File: src/rtl/secuenciador_rtc.sv
`timescale 1ns/1ps
// Purpose: sequences one RTC bus transaction (address phase, wait, data phase)
//          and drives the strobes, the AD bus and the external phase counter.
// Latency: 2*T_PULSO + T_ESPERA + 6 cycles from the inicio edge to the listo cycle.
// Backpressure: none. While ocupado is high, inicio is ignored and not queued.
// Ports: clk/reset (sync, active-high); request inputs inicio/lectura/direccion/
//        dato_escritura; bus_in read-back; cuenta/EN_cuenta/tiempo to contador_rtc;
//        CS_n/RD_n/WR_n/AD strobes; bus_out/bus_oe bus drive; dato_lectura,
//        ocupado, listo status.
module secuenciador_rtc #(
  parameter logic [5:0] T_PULSO  = 6'd10,
  parameter logic [5:0] T_ESPERA = 6'd5
) (
  input  logic       clk,
  input  logic       reset,
  input  logic       inicio,
  input  logic       lectura,
  input  logic [7:0] direccion,
  input  logic [7:0] dato_escritura,
  input  logic [7:0] bus_in,
  input  logic [5:0] cuenta,
  output logic       EN_cuenta,
  output logic [5:0] tiempo,
  output logic       CS_n,
  output logic       RD_n,
  output logic       WR_n,
  output logic       AD,
  output logic [7:0] bus_out,
  output logic       bus_oe,
  output logic [7:0] dato_lectura,
  output logic       ocupado,
  output logic       listo
);

  typedef enum logic [2:0] {
    IDLE   = 3'd0,
    DIR    = 3'd1,
    G1     = 3'd2,
    ESPERA = 3'd3,
    G2     = 3'd4,
    DATO   = 3'd5,
    FIN    = 3'd6
  } estado_t;

  estado_t    estado, estado_sig;
  logic       lectura_q, lectura_sig;
  logic [7:0] dir_q, dir_sig;
  logic [7:0] dato_q, dato_sig;

  logic       en_sig, cs_n_sig, rd_n_sig, wr_n_sig, ad_sig, oe_sig;
  logic [5:0] tiempo_sig;
  logic [7:0] bus_out_sig;

  // tiempo is a registered copy of the current phase's terminal value, so this
  // compare tracks the phase the counter is actually running.
  logic fin_fase;
  assign fin_fase = (cuenta == tiempo);

  // Next state, next captured request, and the outputs decoded from them.
  // Outputs are then registered, so they change on the same edge as the state
  // and never see inicio combinationally.
  always_comb begin
    estado_sig  = estado;
    lectura_sig = lectura_q;
    dir_sig     = dir_q;
    dato_sig    = dato_q;

    case (estado)
      IDLE: begin
        if (inicio) begin
          estado_sig  = DIR;
          lectura_sig = lectura;
          dir_sig     = direccion;
          dato_sig    = dato_escritura;
        end
      end
      DIR:     if (fin_fase) estado_sig = G1;
      G1:      estado_sig = ESPERA;
      ESPERA:  if (fin_fase) estado_sig = G2;
      G2:      estado_sig = DATO;
      DATO:    if (fin_fase) estado_sig = FIN;
      FIN:     estado_sig = IDLE;
      default: estado_sig = IDLE;
    endcase

    en_sig      = 1'b0;
    tiempo_sig  = 6'd0;
    cs_n_sig    = 1'b1;
    rd_n_sig    = 1'b1;
    wr_n_sig    = 1'b1;
    ad_sig      = 1'b1;
    oe_sig      = 1'b0;
    bus_out_sig = 8'h00;

    case (estado_sig)
      DIR: begin
        en_sig      = 1'b1;
        tiempo_sig  = T_PULSO;
        cs_n_sig    = 1'b0;
        wr_n_sig    = 1'b0;
        ad_sig      = 1'b0;
        oe_sig      = 1'b1;
        bus_out_sig = dir_sig;
      end
      G1: ad_sig = 1'b0;
      ESPERA: begin
        en_sig     = 1'b1;
        tiempo_sig = T_ESPERA;
        ad_sig     = 1'b0;
      end
      DATO: begin
        en_sig     = 1'b1;
        tiempo_sig = T_PULSO;
        cs_n_sig   = 1'b0;
        if (lectura_sig) begin
          rd_n_sig = 1'b0;
        end else begin
          wr_n_sig    = 1'b0;
          oe_sig      = 1'b1;
          bus_out_sig = dato_sig;
        end
      end
      default: ;
    endcase
  end

  always_ff @(posedge clk) begin
    if (reset) begin
      estado       <= IDLE;
      lectura_q    <= 1'b0;
      dir_q        <= 8'h00;
      dato_q       <= 8'h00;
      EN_cuenta    <= 1'b0;
      tiempo       <= 6'd0;
      CS_n         <= 1'b1;
      RD_n         <= 1'b1;
      WR_n         <= 1'b1;
      AD           <= 1'b1;
      bus_oe       <= 1'b0;
      bus_out      <= 8'h00;
      dato_lectura <= 8'h00;
      ocupado      <= 1'b0;
      listo        <= 1'b0;
    end else begin
      estado    <= estado_sig;
      lectura_q <= lectura_sig;
      dir_q     <= dir_sig;
      dato_q    <= dato_sig;
      EN_cuenta <= en_sig;
      tiempo    <= tiempo_sig;
      CS_n      <= cs_n_sig;
      RD_n      <= rd_n_sig;
      WR_n      <= wr_n_sig;
      AD        <= ad_sig;
      bus_oe    <= oe_sig;
      bus_out   <= bus_out_sig;
      ocupado   <= (estado_sig != IDLE);
      listo     <= (estado_sig == FIN);
      // Sample the RTC on the last edge of the read strobe.
      if (estado == DATO && fin_fase && lectura_q)
        dato_lectura <= bus_in;
    end
  end

endmodule
File: config.mk
export PLATFORM = sky130hd
export DESIGN_NAME = secuenciador_rtc
export DESIGN_NICKNAME = d
export VERILOG_FILES = /design/src/rtl/secuenciador_rtc.sv
export SDC_FILE = /design/constraint.sdc
export NUM_CORES = 1
export LEC_CHECK = 0
export BUFFER_PORTS_ARGS = -buffer_cell sky130_fd_sc_hd__clkbuf_2
export CAP_MARGIN = 20
export CORE_MARGIN = 2
export CORE_UTILIZATION = 43
export CTS_CLUSTER_DIAMETER = 30
export DETAILED_ROUTE_END_ITERATION = 12
export GPL_ROUTABILITY_DRIVEN = 0
export PLACE_DENSITY = 0.78
export SLEW_MARGIN = 15
export SYNTH_ARGS = -nofsm -noshare
export SYNTH_HDL_FRONTEND = slang
export SYNTH_SLANG_ARGS = --single-unit
File: constraint.sdc
create_clock -name clk -period 1.5 [get_ports clk]
set_clock_uncertainty 0.05 [all_clocks]
set_input_delay 0.15 -clock clk [delete_from_list [all_inputs] [get_ports clk]]
set_output_delay 0.15 -clock clk [all_outputs]
set_load 0.02 [all_outputs]
==> summary by stage <==
Run status
The flow ran to the end, but the final reports show violations. The checks that failed: setup timing.

Yosys
Of the synthesized area, sequential elements account for 54.4%. The most area-hungry cell type in the Yosys netlist is sky130_fd_sc_hd__dfxtp_1. After synthesis the netlist holds a flip-flop and latch count of 46.

The gate count of the mapped netlist is about 180. The number of synthesis warnings is 0. The average size of a mapped cell is approximately 9.6 sq um. Summed over its instances, the top area cell type makes up a little over half of the synthesized netlist area.

The post-synthesis instance area is about 1700 sq um. Synthesis instantiated 32 different standard cells from the library. Yosys attributes the largest share of cell area to sky130_fd_sc_hd__dfxtp_1, sky130_fd_sc_hd__nand2_1, sky130_fd_sc_hd__a21oi_1.

Place
The cell area after placement is roughly 2100 sq um. The HPWL after detailed placement is ~2.7 mm. The quantity of I/O buffers inserted on ports is 61. OpenSTA, run right after detailed placement, puts the worst setup slack at -0.107 ns.

Drt
The detailed-route DRC error count is 0. For this block, the via count after detailed routing is roughly 1600. The detail route stage leaves a number of antenna-violating nets equal to 0.

The number of optimization iterations in the first detailed-route pass is 4. Dividing the detail-routed wire length by the instance count gives ~15 um. The post-detailed-route via-to-cell ratio is roughly 5.0. The count of routing violations after the opening detailed-route iteration is between 80 and 90. The total wirelength of the detailed-routed design is about 4.8 mm.

Floorplan
The die covers ~4500 sq um. The horizontal die dimension is around 67 um. The floorplan step set the die height to around 67 um. Pin placement for this block handled 64 I/O pins. The row count is 22.

The total core area is between 3000 and 4000 sq um. The initial cell density of the core is 45.5%.

Worst setup path
In this design, the largest share of critical-path delay is due to simple AND/OR/NAND/NOR gates. The required time reported for the critical path endpoint is between 1.5 and 2 ns. The logic depth of the worst path, buffers included is 5. Data on the critical path arrives at its endpoint at roughly 1.8 ns. The largest fanout on the critical path is 5. The worst setup path is captured at a flip-flop. The cell type of the slowest stage on the worst timing path is sky130_fd_sc_hd__or4b_4. The worst register-to-register path has a depth of 5. The startpoint class of the critical path is a flip-flop. The number of buffers and inverters on the critical path is 1.

The largest single stage delay on the critical path is about 0.59 ns. The critical path goes through or4b_4 > buf_6 > nand2_4 > a21oi_2 > a22o_1. The classification of the worst setup path is flip-flop to flip-flop.

Cells and area
For this run, the post-layout net count is 303. Of the cells placed in the final design, the portion with a size suffix greater than 1 is between 50% and 60%. The number of fill cells in the layout is ~260.

The total area of sequential cells is about 930 sq um. 0 antenna diodes ended up in the layout. In the final layout, the multi-input gates occupy 845 sq um. The area growth from synthesis to final layout is 53.3%. The cell area after layout is between 2000 and 3000 sq um.

Clock network
Clock-pin slew was measured on the worst setup and hold paths at roughly 0.08 ns. The master cell of the clock root buffer is sky130_fd_sc_hd__clkbuf_8. The CTS H-tree depth is 2. The sink count of the clock tree is 46. Counting along the longest clock path gives a buffer depth of 2. After clock tree synthesis, the flow added hold-fix buffers numbering 0. The insertion delay to the later sink of the worst-skew pair is about 0.29 ns. TritonCTS built the clock tree.

The total CTS buffers is 5.

Timing
The time the worst path needs with I/O delays and setup is between 1.5 and 2 ns. Setup repair after global routing could not meet its margin everywhere. Once routing completed, OpenROAD measured the worst setup slack at -0.128 ns. Across all hold checks on the routed design, the worst slack comes to ~0.032 ns. Dividing the final minimum period by the clock period gives 109%. The final-report setup violation count is 12. The max-slew violation total from the final report came to 0. The number of failing hold endpoints at the final stage is 0.

Timing would allow up to 614 MHz.

GRT
The largest net degree at the start of global routing is 20. The residual overflow from global routing is 0. The initial antenna violation count is 0. The overall track demand over capacity in global routing is a little under a fifth. The number of global-route vias before repair was between 1000 and 1500. The first-pass GRT wire length is 6.16 mm.

Min path
The class of the tightest hold or removal check is input pin to flip-flop. The cell depth of the worst min-delay path is 3.

Power and ir drop
In this run the power density over the cells is a little over 900 nW/um^2. VDD sags by at most ~0.62 mV. The analysis attributes to cell leakage a power of roughly 1.2 nW.

Flow run
The number of max-cap violations is 0.
## cells by family after synthesis
| group | share of synthesized area, % |
|---|---|
| and+or+nand+nor | 21.5 |
| buffers and inverters | 6.06 |
| other | 0.222 |
| AOI/OAI and AO/OA | 17.8 |
| DFF | 54.4 |
## state kept, by name, summed over array words and instances (netlist names)
name and count:
tiempo 2, bus_out 8, AD 1, CS_n 1, listo 1, dir_q 8
dato_lectura 8, lectura_q 1, ocupado 1, dato_q 8, WR_n 1, RD_n 1
estado 3, bus_oe 1, EN_cuenta 1
## synth_stat cells
cell                        n
sky130_fd_sc_hd__or2_2      3
sky130_fd_sc_hd__o21ai_0    8
sky130_fd_sc_hd__buf_8      1
sky130_fd_sc_hd__dfxtp_1   46
sky130_fd_sc_hd__buf_6      1
sky130_fd_sc_hd__or4b_1     1
sky130_fd_sc_hd__nor3_2     2
sky130_fd_sc_hd__nand3_1    9
sky130_fd_sc_hd__nor3_1     7
sky130_fd_sc_hd__a22o_1     8
sky130_fd_sc_hd__nand2_4    1
sky130_fd_sc_hd__or3_1      1
sky130_fd_sc_hd__o221a_2    1
sky130_fd_sc_hd__nand2b_1   1
sky130_fd_sc_hd__o22ai_1    1
sky130_fd_sc_hd__or2_0      1
sky130_fd_sc_hd__nor4b_4    1
sky130_fd_sc_hd__conb_1     1
sky130_fd_sc_hd__clkbuf_1   3
sky130_fd_sc_hd__clkbuf_4   2
sky130_fd_sc_hd__or2b_1     1
sky130_fd_sc_hd__nor3b_1    1
sky130_fd_sc_hd__buf_2      1
sky130_fd_sc_hd__nand2_1   33
sky130_fd_sc_hd__buf_4      5
sky130_fd_sc_hd__a21oi_2    9
sky130_fd_sc_hd__and2_1     2
sky130_fd_sc_hd__a21oi_1   17
sky130_fd_sc_hd__and3_1     3
sky130_fd_sc_hd__o221ai_1   1
sky130_fd_sc_hd__nor2_1     3
sky130_fd_sc_hd__inv_1      2
## worst min-delay path: cells and delay by family
family / cells / cell delay [ns]
and+or+nand+nor: 1 / 0.05
AOI/OAI and AO/OA: 1 / 0.05
buffers and inverters: 1 / 0.08
## power breakdown
group / leakage (nW) / total, mW / internal [mW] / switching, mW
clock network: 0.0438 / 0.702 / 0.313 / 0.389
registers: 0.379 / 1.30 / 1.27 / 0.0249
logic: 0.733 / 0.365 / 0.169 / 0.196
## cells in the final DEF (no fill, tap or decap), drive strengths merged
cell type,count
nor3,9
and3,3
clkdlybuf4s15,1
o221a,1
buf,33
nand2,34
o22ai,1
nand3,9
or2b,1
nor4b,1
o221ai,1
dfxtp,46
or2,4
conb,2
or3,1
clkbuf,68
o21ai,8
nand2b,1
a22o,8
a21oi,26
nor3b,1
inv,2
and2,2
or4b,1
clkinv,2
nor2,3
## metal layers
layer  global-route usage [%]  wire length (um)  up-vias
li1                         -                 -      792
met1                     22.8              2010      750
met2                     31.8              2420       47
met3                     5.24               254        8
met4                     7.65               114        0
met5                        0                 0        -
## worst paths after layout
check / end / start / slack [ns]
hold reg to reg: dato_q[0] / dato_q[0] / 0.41
setup / recovery: bus_out[3] / estado[2] / -0.13
setup reg to reg: bus_out[3] / estado[2] / -0.13
hold / removal: lectura_q / lectura / 0.03
## what timing repair did
action	CTS	global route
resized for setup	22	48
cloned	2	4
pin swaps	15	19
endpoints found under the setup margin	9	23
setup buffers	1	7
## stage by stage
step	util (%)	power [mW]	setup TNS, ns	std cells
3_5_place_dp	57.8	1.60	-0.706	296
3_3_place_gp	57.8	1.59	-0.655	296
2_1_floorplan	-	1.49	-0.628	178
4_1_cts	62.5	2.31	-0.306	306
5_1_grt	69.8	2.46	-1.92	317
6_report	69.8	2.37	-0.851	317
## layout make-up
class / count / share of cell area [%]
Inverter: 2 / 0.289
Timing Repair Buffer: 97 / 26.0
Multi-Input combinational cell: 117 / 32.6
Clock buffer: 5 / 2.65
Tap cell: 48 / 2.32
Clock inverter: 2 / 0.386
Sequential cell: 46 / 35.8
Power figures use the tool's default switching activity.
